`config.mk`:
```
export PLATFORM = sky130hd
export DESIGN_NAME = sprite_motion_ctrl
export DESIGN_NICKNAME = d
export VERILOG_FILES = /design/src/rtl/sprite_motion_ctrl_pkg.sv /design/src/rtl/sprite_motion_ctrl_edge_detect_rise.sv /design/src/rtl/sprite_motion_ctrl.sv
export SDC_FILE = /design/constraint.sdc
export NUM_CORES = 1
export LEC_CHECK = 0
export BUFFER_PORTS_ARGS = -buffer_cell sky130_fd_sc_hd__buf_2
export CAP_MARGIN = 20
export CORE_ASPECT_RATIO = 1.75
export CORE_MARGIN = 2
export CORE_UTILIZATION = 60
export CTS_BUF_LIST = sky130_fd_sc_hd__clkbuf_8
export DETAILED_ROUTE_END_ITERATION = 16
export PLACE_DENSITY_LB_ADDON = 0.3
export REMOVE_ABC_BUFFERS = 1
export SLEW_MARGIN = 20
export SYNTH_ARGS = -nofsm -noshare
export SYNTH_HDL_FRONTEND = slang
export SYNTH_HIERARCHICAL = 1
export SYNTH_SLANG_ARGS = --single-unit
export TNS_END_PERCENT = 5
```
`constraint.sdc`:
```
create_clock -name clk -period 9.9 [get_ports clk]
set_input_delay 1.98 -clock clk [delete_from_list [all_inputs] [get_ports clk]]
set_output_delay 1.98 -clock clk [all_outputs]
set_load 0.02 [all_outputs]
```
`src/rtl/sprite_motion_ctrl_pkg.sv`:
```
// Shared types and constants for the sprite motion pipeline.
package sprite_pkg;

  localparam int unsigned FIXED_POINT_SHIFT = 6;
  localparam int unsigned SCREEN_W          = 640;
  localparam int unsigned SCREEN_H          = 480;

  localparam int unsigned POS_W   = 18;
  localparam int unsigned SPEED_W = 12;
  localparam int unsigned COORD_W = 11;
  localparam int unsigned EDGE_W  = 4;

  localparam int unsigned EDGE_LEFT   = 3;
  localparam int unsigned EDGE_TOP    = 2;
  localparam int unsigned EDGE_RIGHT  = 1;
  localparam int unsigned EDGE_BOTTOM = 0;

  typedef enum logic [1:0] {
    ST_IDLE  = 2'd0,
    ST_SPEED = 2'd1,
    ST_POS   = 2'd2
  } motion_state_e;

  // Reverse a speed only when it points into an edge that was hit.
  function automatic logic signed [SPEED_W-1:0] bounce(
    input logic signed [SPEED_W-1:0] spd,
    input logic                      neg_edge_hit,
    input logic                      pos_edge_hit
  );
    if ((neg_edge_hit && (spd < 0)) || (pos_edge_hit && (spd > 0))) begin
      return -spd;
    end
    return spd;
  endfunction

endpackage

```
`src/rtl/sprite_motion_ctrl_edge_detect_rise.sv`:
```
// Single-bit rising-edge detector: rise_c is high for the cycle din goes 0->1.
module edge_detect_rise (
  input  logic clk,
  input  logic resetN,
  input  logic din,
  output logic rise_c
);

  logic din_q;
  logic din_d;

  always_comb begin
    din_d = din;
  end

  always_ff @(posedge clk or negedge resetN) begin
    if (!resetN) begin
      din_q <= 1'b0;
    end else begin
      din_q <= din_d;
    end
  end

  assign rise_c = din & ~din_q;

endmodule

```
`src/rtl/sprite_motion_ctrl.sv`:
```
// Per-frame sprite position update with gravity, jump, X toggle and edge bounce.
// Define SPRITE_MOTION_WRAP_EN to wrap at the screen border instead of clamp-and-bounce.
module sprite_motion_ctrl
  import sprite_pkg::*;
#(
  parameter int INITIAL_X       = 280,
  parameter int INITIAL_Y       = 185,
  parameter int INITIAL_X_SPEED = 40,
  parameter int INITIAL_Y_SPEED = 20,
  parameter int Y_ACCEL         = 1,
  parameter int MAX_Y_SPEED     = 230,
  parameter int JUMP_SPEED      = 200
) (
  input  logic               clk,
  input  logic               resetN,
  input  logic               startOfFrame,
  input  logic               collision,
  input  logic [EDGE_W-1:0]  HitEdgeCode,
  input  logic               toggleX,
  input  logic               jump,
  output logic [COORD_W-1:0] topLeftX,
  output logic [COORD_W-1:0] topLeftY
);

  localparam logic signed [POS_W-1:0]   X_RST  = POS_W'(INITIAL_X <<< FIXED_POINT_SHIFT);
  localparam logic signed [POS_W-1:0]   Y_RST  = POS_W'(INITIAL_Y <<< FIXED_POINT_SHIFT);
  localparam logic signed [SPEED_W-1:0] VX_RST = SPEED_W'(INITIAL_X_SPEED);
  localparam logic signed [SPEED_W-1:0] VY_RST = SPEED_W'(INITIAL_Y_SPEED);
  localparam logic signed [SPEED_W-1:0] ACCEL  = SPEED_W'(Y_ACCEL);
  localparam logic signed [SPEED_W-1:0] MAX_VY = SPEED_W'(MAX_Y_SPEED);
  localparam logic signed [SPEED_W-1:0] JUMP_V = SPEED_W'(-JUMP_SPEED);
  localparam logic [COORD_W-1:0]        X_OUT_RST = COORD_W'(INITIAL_X);
  localparam logic [COORD_W-1:0]        Y_OUT_RST = COORD_W'(INITIAL_Y);
`ifdef SPRITE_MOTION_WRAP_EN
  localparam logic signed [POS_W-1:0]   X_SPAN = POS_W'(SCREEN_W << FIXED_POINT_SHIFT);
  localparam logic signed [POS_W-1:0]   Y_SPAN = POS_W'(SCREEN_H << FIXED_POINT_SHIFT);
`else
  localparam logic signed [POS_W-1:0]   X_MAX  = POS_W'((SCREEN_W - 1) << FIXED_POINT_SHIFT);
  localparam logic signed [POS_W-1:0]   Y_MAX  = POS_W'((SCREEN_H - 1) << FIXED_POINT_SHIFT);
`endif

  motion_state_e state_q, state_d;

  logic signed [POS_W-1:0]   x_pos_q, x_pos_d;
  logic signed [POS_W-1:0]   y_pos_q, y_pos_d;
  logic signed [SPEED_W-1:0] x_speed_q, x_speed_d;
  logic signed [SPEED_W-1:0] y_speed_q, y_speed_d;
  logic [EDGE_W-1:0]         hit_q, hit_d;
  logic                      toggle_req_q, toggle_req_d;
  logic [COORD_W-1:0]        top_left_x_q, top_left_x_d;
  logic [COORD_W-1:0]        top_left_y_q, top_left_y_d;

  logic                      toggle_rise_c;
  logic [EDGE_W-1:0]         hit_all_c;
  logic                      toggle_all_c;
  logic signed [SPEED_W-1:0] x_speed_bnc_c;
  logic signed [SPEED_W-1:0] x_speed_new_c;
  logic signed [SPEED_W-1:0] y_speed_bnc_c;
  logic signed [SPEED_W:0]   y_speed_grav_c;
  logic signed [SPEED_W-1:0] y_speed_new_c;
  logic signed [POS_W-1:0]   x_pos_sum_c;
  logic signed [POS_W-1:0]   y_pos_sum_c;

  edge_detect_rise u_toggle_rise (
    .clk    (clk),
    .resetN (resetN),
    .din    (toggleX),
    .rise_c (toggle_rise_c)
  );

  // Hits and toggles arriving in the SPEED cycle still count for this frame.
  assign hit_all_c    = hit_q | (collision ? HitEdgeCode : EDGE_W'(0));
  assign toggle_all_c = toggle_req_q | toggle_rise_c;

  // Speed pipeline: bounce, then toggle, then jump/gravity with saturation.
  assign x_speed_bnc_c  = bounce(x_speed_q, hit_all_c[EDGE_LEFT], hit_all_c[EDGE_RIGHT]);
  assign x_speed_new_c  = toggle_all_c ? -x_speed_bnc_c : x_speed_bnc_c;
  assign y_speed_bnc_c  = bounce(y_speed_q, hit_all_c[EDGE_TOP], hit_all_c[EDGE_BOTTOM]);
  assign y_speed_grav_c = (SPEED_W+1)'(y_speed_bnc_c) + (SPEED_W+1)'(ACCEL);
  assign y_speed_new_c  = jump ? JUMP_V :
                          (y_speed_grav_c > (SPEED_W+1)'(MAX_VY)) ? MAX_VY :
                          SPEED_W'(y_speed_grav_c);

  assign x_pos_sum_c = x_pos_q + POS_W'(x_speed_q);
  assign y_pos_sum_c = y_pos_q + POS_W'(y_speed_q);

  always_ff @(posedge clk or negedge resetN) begin
    if (!resetN) begin
      state_q <= ST_IDLE;
    end else begin
      state_q <= state_d;
    end
  end

  always_comb begin
    state_d = state_q;
    case (state_q)
      ST_IDLE:  if (startOfFrame) state_d = ST_SPEED;
      ST_SPEED: state_d = ST_POS;
      ST_POS:   state_d = ST_IDLE;
      default:  state_d = ST_IDLE;
    endcase
  end

  always_comb begin
    x_pos_d      = x_pos_q;
    y_pos_d      = y_pos_q;
    x_speed_d    = x_speed_q;
    y_speed_d    = y_speed_q;
    hit_d        = hit_all_c;
    toggle_req_d = toggle_all_c;
    top_left_x_d = top_left_x_q;
    top_left_y_d = top_left_y_q;
    case (state_q)
      ST_SPEED: begin
        x_speed_d    = x_speed_new_c;
        y_speed_d    = y_speed_new_c;
        hit_d        = '0;
        toggle_req_d = 1'b0;
      end
      ST_POS: begin
        x_pos_d = x_pos_sum_c;
        y_pos_d = y_pos_sum_c;
`ifdef SPRITE_MOTION_WRAP_EN
        if (x_pos_sum_c < 0) begin
          x_pos_d = x_pos_sum_c + X_SPAN;
        end else if (x_pos_sum_c >= X_SPAN) begin
          x_pos_d = x_pos_sum_c - X_SPAN;
        end
        if (y_pos_sum_c < 0) begin
          y_pos_d = y_pos_sum_c + Y_SPAN;
        end else if (y_pos_sum_c >= Y_SPAN) begin
          y_pos_d = y_pos_sum_c - Y_SPAN;
        end
`else
        if (x_pos_sum_c < 0) begin
          x_pos_d   = '0;
          x_speed_d = -x_speed_q;
        end else if (x_pos_sum_c > X_MAX) begin
          x_pos_d   = X_MAX;
          x_speed_d = -x_speed_q;
        end
        if (y_pos_sum_c < 0) begin
          y_pos_d   = '0;
          y_speed_d = -y_speed_q;
        end else if (y_pos_sum_c > Y_MAX) begin
          y_pos_d   = Y_MAX;
          y_speed_d = -y_speed_q;
        end
`endif
        top_left_x_d = COORD_W'(x_pos_d >>> FIXED_POINT_SHIFT);
        top_left_y_d = COORD_W'(y_pos_d >>> FIXED_POINT_SHIFT);
      end
      default: ;
    endcase
  end

  always_ff @(posedge clk or negedge resetN) begin
    if (!resetN) begin
      x_pos_q      <= X_RST;
      y_pos_q      <= Y_RST;
      x_speed_q    <= VX_RST;
      y_speed_q    <= VY_RST;
      hit_q        <= '0;
      toggle_req_q <= 1'b0;
      top_left_x_q <= X_OUT_RST;
      top_left_y_q <= Y_OUT_RST;
    end else begin
      x_pos_q      <= x_pos_d;
      y_pos_q      <= y_pos_d;
      x_speed_q    <= x_speed_d;
      y_speed_q    <= y_speed_d;
      hit_q        <= hit_d;
      toggle_req_q <= toggle_req_d;
      top_left_x_q <= top_left_x_d;
      top_left_y_q <= top_left_y_d;
    end
  end

  assign topLeftX = top_left_x_q;
  assign topLeftY = top_left_y_q;

endmodule

```
==> impl_results.md, run 1 <==
- Row cnt: 46
- Number of buffers created by CTS: 9
- Crit end category: register
- Final Hold Viols: 0
- Root buffer cell: clkbuf_8
- WL/cell: just over 20 um
- Post-CTS setup buffers: 0
- N_diodes: 0
- WL final: between 15 and 20 mm
- Via count: roughly 5200
- Min cycle time layout: about 5.5 ns
- H-tree lvl count: 3
- Synth top area share: 0.2187
- Crit-path max cell delay: between 0.5 and 0.6 ns
- Cts hold-fix bufs: 0
- Post-synth EDFFs: 0
- Bufs and invs on worst path: 1
- Yosys warning count: 6
- Critical path's slowest cell: or4b_1
- Synth area leader: dfrtp_1
- Clock buffer depth: 2
- Synth Cell Area: 5493 sq um
- Mapped Cells: 641
- CP Max Fanout: 11
- Core area: 8979 sq um
- Slew Viols, Final: 0
- Full die area: 9966 sq um
- Antenna violations before repair: 0
- Sequential Area: 1490 sq um
- Share of post-route cells with drive strength above 1: 0.1464
- Worst hold stages: 1
- Delay-heaviest family, CP: compound AO/OA/AOI/OAI gates
- Most frequent cell after synthesis: dfrtp_1
- Final worst path period share: 0.5568
- Critical Path, Cell by Cell: buf_2 -> a211oi_1 -> a21o_1 -> nor2_1 -> nand2_1 -> o21ai_0 -> ha_1 -> nor2b_1 -> mux2i_1 -> a21oi_2 -> or4b_1 -> nand3_1 -> a211oi_2 -> nor2_4 -> o21bai_1 -> a221o_1
- # resized after CTS: 0
- DRC errors left: 0
- Sequential area share after synthesis: 0.2713
- Top Ports: 32
- F_max: between 150 and 200 MHz
- Reg2Reg Setup Slack: roughly 4.8 ns
- Port bufs: 31
- RSZ-0062 raised after global routing: no
- DP HPWL: 11.36 mm
- Top FF cell, synth: dfrtp_1
- CP required: 10.15 ns
- Placed standard-cell area: between 5000 and 6000 sq um
- Fin Setup TNS: 0 ns
- GRT Util Overall: 0.3228
- Syn Area/Cell: about 8.6 sq um
- Hold Crit Class: reg2reg
- Clock slew at reported path FFs: roughly 0.07 ns
- First-pass GRT wire length: between 20 and 30 mm
- CP startpoint: HitEdgeCode[0]
- Die H: roughly 130 um
- Largest net degree at the start of global routing: 60
- Fin Clk Skew: between 0.01 and 0.015 ns
- Post-synth ARST share: 1.000
- Drt first pass iters: 7
- Critical path depth in cells: 16
- GRT overflow: 0
- Rel. slew slack: 0.4644
- CTS tree: built
- FF-to-FF Start: y_speed_q[1]
- Status: complete, no violations
- Vias in the first global route: just over 5000
- Area contributors post-synth: dfrtp_1 (22%), ha_1 (8.7%), dfstp_2 (5.3%), xnor2_1 (4.5%), a21oi_1 (3.4%)
- Crit path kind: in2reg
- Post-route ant nets: 0
- Nets: between 600 and 700
- FF-to-FF End: y_speed_q[3]
- Cells on worst reg2reg path: 17
- Area Overhead vs Synth: 4.670%
- Placer Congestion: 0.9709
- Final setup fails: 0
- Crit start category: primary input
- Multi-input gate area: between 3000 and 4000 sq um
- Worst-Margin Slew: about 0.80 ns
- # fillers: 799
- Chip width: approximately 76 um
- Seq cells post-synth: 59
- Design area: around 5700 sq um
- Clock sink total: between 50 and 60
- Min-delay src: x_speed_q[6]
- Worst Path Arrival: 5.76 ns
- Initial DRC count: 400
- Detail-routed via count per cell: slightly below 7
- Netlist cell types: 81
- Maxcap violations: 0
- Starting Density: 0.6118
- Worst-Skew Late Latency: ~0.37 ns
- Hold worst-path end: x_speed_q[6]
- Synth top cells by count: dfrtp_1 (48), nand2_1 (44), nor2_1 (44)
stage by stage:
stage                     instances  hold WS (ns)  setup slack (ns)  utilization
after floorplan                 591        0.4455             4.781            -
after global placement          746        0.4656             4.292       0.6176
after detailed placement        746        0.4713             4.102       0.6176
after CTS                       762        0.4821             4.480       0.6403
after global routing            762        0.4947             4.109       0.6403
final                           762        0.4799             4.387       0.6403
state kept, by name, summed over array words and instances, names as in the netlist:
name and cells:
u_toggle_rise/din_q 1, y_pos_q 6, x_speed_q 8, y_speed_q 12, topLeftY 11, state_q 2, toggle_req_q 1, topLeftX 11
hit_q 4, x_pos_q 3
logic make-up after synthesis:
kind of cell	synth area share
AO/OA/AOI/OAI	0.2654
XOR/XNOR	0.07813
adder cells (fa/ha/maj)	0.09385
buffers and inverters	0.06720
flip-flops	0.2713
multiplexers	0.03508
AND/OR/NAND/NOR	0.1891
worst max path at each step:
stage                   endpoint
floorplan           y_speed_q[3]
global placement    y_speed_q[3]
global route        y_speed_q[3]
CTS                 y_speed_q[3]
finish              y_speed_q[3]
detailed placement  y_speed_q[3]
layer usage:
metal | part of all wire | track usage | wire length (um) | up-vias
li1 | - | - | - | 2373
met1 | 0.36 | 0.3260 | 5510 | 2490
met2 | 0.53 | 0.6065 | 8210 | 259
met3 | 0.054 | 0.05701 | 835 | 81
met4 | 0.057 | 0.2150 | 888 | 0
met5 | 0 | 0 | 0 | -
area by class of cell:
| type | instances | area share |
|---|---|---|
| multi-input cells | 509 | 0.6320 |
| flip-flops and latches | 59 | 0.2592 |
| repair buffers | 35 | 0.03221 |
| clock buffers | 11 | 0.02633 |
| well taps | 120 | 0.02612 |
| inverters | 23 | 0.01502 |
| clock inverters | 5 | 0.009140 |
layout by cell type (no fill, tap or decap), types with 9 or more instances in the layout:
cell type | netlist | layout
nor3_1 | 13 | 13
clkbuf_8 | 0 | 11
a211oi_1 | 11 | 11
dfstp_2 | 11 | 11
xnor2_1 | 28 | 28
nor2_1 | 44 | 44
o21ai_0 | 30 | 30
xor2_1 | 21 | 21
nor2b_1 | 9 | 9
dfrtp_1 | 48 | 48
buf_2 | 4 | 31
inv_1 | 22 | 23
a21oi_1 | 37 | 37
nand3_1 | 22 | 22
nand2_1 | 44 | 44
a22o_1 | 13 | 13
ha_1 | 38 | 38
nor4_1 | 11 | 11
a21o_1 | 12 | 12
worst register-to-register path, stage by stage, from the launching register on:
cell and delay [ns]:
dfrtp_1 0.50, inv_1 0.22, ha_1 0.43, or4b_1 0.66, nor3_2 0.39, nor2_1 0.14, nand2_1 0.09, o21ai_0 0.12
ha_1 0.25, nor2b_1 0.15, mux2i_1 0.46, a21oi_2 0.15, or4b_1 0.56, nand3_1 0.14, a211oi_2 0.14, nor2_4 0.16
o21bai_1 0.07, a221o_1 0.34
Power of run 1 is left out: the tool's default activity adds up to more than one toggle a clock period on the data nets, which glitch-free logic cannot reach.
==> inputs of run 2 (changes only) <==
--- a/config.mk
+++ b/config.mk
@@ -5,6 +5,7 @@
 export SDC_FILE = /design/constraint.sdc
 export NUM_CORES = 1
 export LEC_CHECK = 0
+export ABC_AREA = 1
 export BUFFER_PORTS_ARGS = -buffer_cell sky130_fd_sc_hd__buf_2
 export CAP_MARGIN = 20
 export CORE_ASPECT_RATIO = 1.75
==> constraint.sdc (replaced) <==
create_clock -name clk -period 5.56 [get_ports clk]
set_input_delay 1.112 -clock clk [delete_from_list [all_inputs] [get_ports clk]]
set_output_delay 1.112 -clock clk [all_outputs]
set_load 0.02 [all_outputs]
==> run 2 against run 1 <==
Sequential share of layout area grew 0.71 points. Wire length shrank 15%. Critical path depth grew 4. Cell area shrank 2.7%.
==> impl_results.md, run 2 <==
- Biggest register: y_speed_q
- Sequential Area: 1490 sq um (unchanged)
- CTS tree: built
- Cts hold-fix bufs: 0 (unchanged)
- Synth Area in XOR/XNOR: 0.07938 (+0.001244)
- Multiplexer share of the synthesized area: 0.001890 (-0.03319)
- # fillers: 790 (-1.1%)
- Largest family of logic cells by synthesized area: simple AND/OR/NAND/NOR gates
- FF-to-FF Start: y_speed_q[0]
- WL/cell: 14.36 um (-29%)
- Min-delay src: topLeftX[4]
- Mapped Cells: 784 (+22%)
- H-tree lvl count: 3 (unchanged)
- Area contributors post-synth: dfrtp_1 (23%), nand2_1 (20%), ha_1 (9.0%), xor2_1 (6.0%), dfstp_2 (5.5%)
- Post-synthesis adder-cell area fraction: 0.09733 (+0.003481)
- Vias in the first global route: 4939 (-4.8%)
- Chip width: 75.02 um (-1.7%)
- Synth top cells by count: nand2_1 (288), inv_1 (67), nand3_1 (57)
- Largest net degree at the start of global routing: 60 (unchanged)
- Synth Cell Area: 5296 sq um (-3.6%)
- Area Overhead vs Synth: 5.646%
- GRT overflow: 0 (unchanged)
- FF-to-FF End: y_speed_q[5]
- Top Ports: 32 (unchanged)
- Max FFs per register: 12 (unchanged)
- Synth top area share: 0.2268 (+0.008111)
- Starting Density: 0.6148 (+0.003053)
- Final Hold Viols: 0 (unchanged)
- Reg2Reg Setup Slack: 1.83 ns (-2.97 ns)
- Share of post-route cells with drive strength above 1: 0.1076 (-0.03878)
- Number of buffers created by CTS: 9 (unchanged)
- CP required: 5.85 ns (-4.30 ns)
- Full die area: 9624 sq um (-3.4%)
- Design area: 5595 sq um (-2.7%)
- GRT Util Overall: 0.2945 (-0.02826)
- DRC errors left: 0 (unchanged)
- Multi-input gate area: 3291 sq um (-9.4%)
- Netlist cell types: 38 (-53%)
- Maxcap violations: 0 (unchanged)
- Worst-Skew Late Latency: 0.35 ns (-0.02 ns)
- Sequential area share after synthesis: 0.2814 (+0.01006)
- Crit start category: register
- DP HPWL: 10.15 mm (-11%)
- CP Max Fanout: 12 (+1)
- First-pass GRT wire length: 21.67 mm (-14%)
- Core area: 8615 sq um (-4.1%)
- Via count: 4983 (-4.2%)
- RSZ-0062 raised after global routing: no
- Cells on worst reg2reg path: 20 (+3)
- Min cycle time layout: 3.725 ns
- Placer Congestion: 0.9560 (-1.5%)
- F_max: approximately 270 MHz
- Rel. slew slack: 0.4061 (-0.05828)
- Clock slew at reported path FFs: 0.07 ns (about the same)
- Die H: 128.3 um (-1.8%)
- Syn Area/Cell: 6.756 sq um (-21%)
- Clock sink total: 59 (unchanged)
- Post-synthesis compound-gate area fraction: 0.09922 (-0.1662)
- Nets: 844 (+23%)
- WL final: 13.16 mm (-15%)
- Final setup fails: 0 (unchanged)
- Slew Viols, Final: 0 (unchanged)
- Clock buffer depth: 2 (unchanged)
- Worst Path Arrival: 4.01 ns (-1.75 ns)
- Synth area leader: dfrtp_1
- Initial DRC count: 230 (-43%)
- Most frequent cells in the layout: nand2_1 (288), inv_1 (71), nand3_1 (57)
- Placed standard-cell area: 5383 sq um (-2.9%)
- Crit end category: register
- Fin Clk Skew: 0.009855 ns (-0.004251 ns)
- Top FF cell, synth: dfrtp_1
- Yosys warning count: 6 (unchanged)
- Crit path kind: reg2reg
- Root buffer cell: clkbuf_8
- Row cnt: 45 (-2.2%)
- Hold Crit Class: reg2reg
- Detail-routed via count per cell: 5.440 (-20%)
- Worst hold stages: 2 (+1)
- Post-synth ARST share: 1.000 (unchanged)
- Port bufs: 31 (unchanged)
- Status: complete, no violations
- Worst-Margin Slew: 0.8876 ns (+0.08414 ns)
- Simple-gate share of the synthesized area: 0.3435 (+0.1544)
- Post-route ant nets: 0 (unchanged)
- # resized after CTS: 0 (unchanged)
- Dpl cells: 900 (+21%)
- N_diodes: 0 (unchanged)
- Final Non-Filler Cells: 916 (+20%)
- Hold worst-path end: topLeftX[4]
- Drt first pass iters: 6 (-1)
- Leading cell type in the layout, fill and taps excluded: nand2_1
- Final worst path period share: 0.6700
- Post-synth EDFFs: 0 (unchanged)
- Post-CTS setup buffers: 0 (unchanged)
- Seq cells post-synth: 59 (unchanged)
- Most frequent cell after synthesis: nand2_1
- Fin Setup TNS: 0 ns (unchanged)
- Antenna violations before repair: 0 (unchanged)
run 2: kinds of logic after synthesis:
family	count (synthesis)
AOI/OAI and AO/OA	95
xor gates and xnor gates	48
adders and majority gates	40
buffers and inverters	109
DFF	59
muxes	1
and+or+nand+nor	432
run 2: worst max path at each step:
stage / slack (ns) / cells past startpoint / startpoint / to
floorplan: 2.39 / 22 / HitEdgeCode[0] / y_speed_q[1]
global placement: 1.92 / 23 / collision / y_speed_q[7]
detailed placement: 1.84 / 23 / collision / y_speed_q[1]
CTS: 1.89 / 20 / y_speed_q[0] / y_speed_q[5]
global route: 1.54 / 20 / y_speed_q[0] / y_speed_q[4]
finish: 1.83 / 20 / y_speed_q[0] / y_speed_q[5]
run 2: cell type report:
cell class,count,share of cell area
clock buffer,10,0.02460
inverter,74,0.04964
clock inverter,6,0.01342
timing repair buffer,34,0.03175
tap,117,0.02616
multi-input combinational,616,0.5881
sequential,59,0.2663
run 2: routing by layer:
metal	vias up	GRT usage	share of wire
met3	57	0.04245	0.026
li1	2505	-	-
met2	134	0.5459	0.54
met1	2287	0.3002	0.38
met4	0	0.1607	0.058
met5	-	0	0
run 2: through the flow:
stage	hold slack, ns	setup slack [ns]	util
after floorplan	0.4494	2.387	-
after global placement	0.4630	1.919	0.6248
after detailed placement	0.4785	1.838	0.6248
after CTS	0.4900	1.887	0.6495
after global routing	0.5061	1.539	0.6495
final	0.4857	1.835	0.6495
run 2: critical path, cell delays in order, from the launching register on:
cell     delay (ns)
dfrtp_1        0.49
ha_1           0.22
inv_1          0.05
fa_1           0.40
inv_1          0.11
nand3_1        0.07
nand2_1        0.12
a21oi_1        0.12
o21ai_0        0.22
nand2_1        0.08
nand2_1        0.11
nand2_1        0.07
nor2_1         0.15
nand3_1        0.09
nand2_1        0.07
nand3_1        0.09
nand3_2        0.17
nand2_1        0.34
inv_1          0.45
nand3_1        0.13
nand2_1        0.09
Power of run 2 is left out for the same reason.
==> inputs of run 3 (changes only) <==
==> constraint.sdc (replaced) <==
create_clock -name clk -period 3.9 [get_ports clk]
set_input_delay 0.78 -clock clk [delete_from_list [all_inputs] [get_ports clk]]
set_output_delay 0.78 -clock clk [all_outputs]
set_load 0.02 [all_outputs]
==> run 3 against run 2 <==
Cell area hardly changed. Worst hold slack worse by 0.0073 ns. Clock skew about the same. Largest cell class unchanged. Fmax rose by 8.3%.
==> impl_results.md, run 3 (synthesis gave the netlist of run 2 again) <==
- CP Max Fanout: 12 (unchanged)
- Area Overhead vs Synth: 5.741% (about the same)
- Nets: 848 (+0.47%)
- CP required: 4.12 ns (-1.73 ns)
- Crit end category: register
- Die H: 128.3 um (unchanged)
- Chip width: 75.02 um (unchanged)
- Detail-routed via count per cell: 5.496 (+1.0%)
- Worst-Margin Slew: 0.8430 ns (-0.04458 ns)
- Final worst path period share: 0.8820 (+0.2120)
- Final Hold Viols: 0 (unchanged)
- RSZ-0062 raised after global routing: no
- Cells on worst reg2reg path: 19 (-5.0%)
- Min-delay src: topLeftX[3]
- Biggest register: y_speed_q
- Hold worst-path end: topLeftX[3]
- Root buffer cell: clkbuf_8
- Largest net degree at the start of global routing: 44 (-27%)
- DP HPWL: 10.83 mm (+6.7%)
- Min cycle time layout: 3.440 ns (-0.2856 ns)
- Leading cell type in the layout, fill and taps excluded: nand2_1
- WL/cell: 15.43 um (+7.4%)
- Max FFs per register: 12 (unchanged)
- Rel. slew slack: 0.4359 (+0.02983)
- Core area: 8615 sq um (unchanged)
- Most frequent cells in the layout: nand2_1 (287), inv_1 (69), nand3_1 (57)
- Clock buffer depth: 2 (unchanged)
- GRT Util Overall: 0.3126 (+0.01813)
- FF-to-FF Start: y_speed_q[2]
- Final setup fails: 0 (unchanged)
- Vias in the first global route: 4879 (-1.2%)
- Post-route ant nets: 0 (unchanged)
- Sequential Area: 1490 sq um (unchanged)
- # fillers: 805 (+1.9%)
- Post-CTS setup buffers: 0 (unchanged)
- Clock slew at reported path FFs: 0.07 ns (about the same)
- Fin Clk Skew: 0.009788 ns (-0.00006656 ns)
- Initial DRC count: 278 (+21%)
- Full die area: 9624 sq um (unchanged)
- Worst Path Arrival: 3.66 ns (-0.35 ns)
- Antenna violations before repair: 0 (unchanged)
- Fin Setup TNS: 0 ns (unchanged)
- Drt first pass iters: 6 (unchanged)
- H-tree lvl count: 3 (unchanged)
- Crit path kind: reg2reg
- N_diodes: 0 (unchanged)
- Reg2Reg Setup Slack: 0.46 ns (-1.37 ns)
- GRT overflow: 0 (unchanged)
- Place WS: 0.4331 ns (-1.405 ns)
- DRC errors left: 0 (unchanged)
- F_max: 290.7 MHz (+8.3%)
- Crit start category: register
- Clock sink total: 59 (unchanged)
- # resized after CTS: 0 (unchanged)
- Worst hold stages: 2 (unchanged)
- CTS tree: built
- Post-route worst setup slack: 0.4601 ns (-1.374 ns)
- Top Ports: 32 (unchanged)
- Slew Viols, Final: 0 (unchanged)
- Maxcap violations: 0 (unchanged)
- Port bufs: 31 (unchanged)
- Number of buffers created by CTS: 9 (unchanged)
- Share of post-route cells with drive strength above 1: 0.1147 (+0.007079)
- Worst-Skew Late Latency: 0.35 ns (about the same)
- Starting Density: 0.6148 (unchanged)
- FF-to-FF End: y_speed_q[8]
- Via count: 5051 (+1.4%)
- Multi-input gate area: 3293 sq um (about the same)
- Hold Crit Class: reg2reg
- Cts hold-fix bufs: 0 (unchanged)
- Row cnt: 45 (unchanged)
- First-pass GRT wire length: 22.56 mm (+4.1%)
- WL final: 14.18 mm (+7.8%)
- Status: complete, no violations
- Placer Congestion: 1.004 (+5.1%)
-- run 3: cell type report --
type / count / share of cell area
clock buffers: 10 / 0.02458
clock inverters: 5 / 0.008490
inverters: 74 / 0.04960
multi-input cells: 616 / 0.5880
flip-flops and latches: 59 / 0.2661
well taps: 117 / 0.02614
repair buffers: 38 / 0.03709
-- run 3: worst max-delay path by stage --
stage,startpoint,slack (ns),end
global route,y_speed_q[2],0.11,y_speed_q[8]
global placement,y_speed_q[2],0.49,y_speed_q[10]
CTS,y_speed_q[2],0.37,y_speed_q[8]
finish,y_speed_q[2],0.46,y_speed_q[8]
floorplan,state_q[0],1.02,x_speed_q[10]
detailed placement,y_speed_q[2],0.43,y_speed_q[8]
-- run 3: critical path: stages, from the launching register on --
cell      delay (ns)
dfstp_2         0.62
ha_1            0.32
a21oi_1         0.18
nand2_1         0.11
nand2_1         0.07
nand2_1         0.06
o21ai_2         0.10
o21bai_2        0.11
nand2_1         0.10
nand2_1         0.09
a21oi_1         0.24
nand2_1         0.08
nand2_1         0.14
nand2_1         0.11
inv_2           0.12
nand3_2         0.17
nand2_2         0.25
inv_1           0.22
nand2_1         0.11
o21ai_0         0.09
-- run 3: stage by stage --
stage                     hold slack, ns  std cells    util  instance area (sq um)
after floorplan                   0.4494        749       -                   5059
after global placement            0.4630        904  0.6283                   5413
after detailed placement          0.4728        904  0.6283                   5413
after CTS                         0.4824        919  0.6498                   5598
after global routing              0.5048        919  0.6501                   5600
final                             0.4783        919  0.6501                   5600
-- run 3: per-layer routing --
| layer | vias up | global-route usage | wire (um) |
|---|---|---|---|
| met5 | - | 0 | 0 |
| met4 | 0 | 0.1975 | 935 |
| met3 | 63 | 0.05660 | 544 |
| met2 | 156 | 0.5537 | 7401 |
| met1 | 2317 | 0.3237 | 5295 |
| li1 | 2515 | - | - |
Power of run 3 is left out for the same reason.
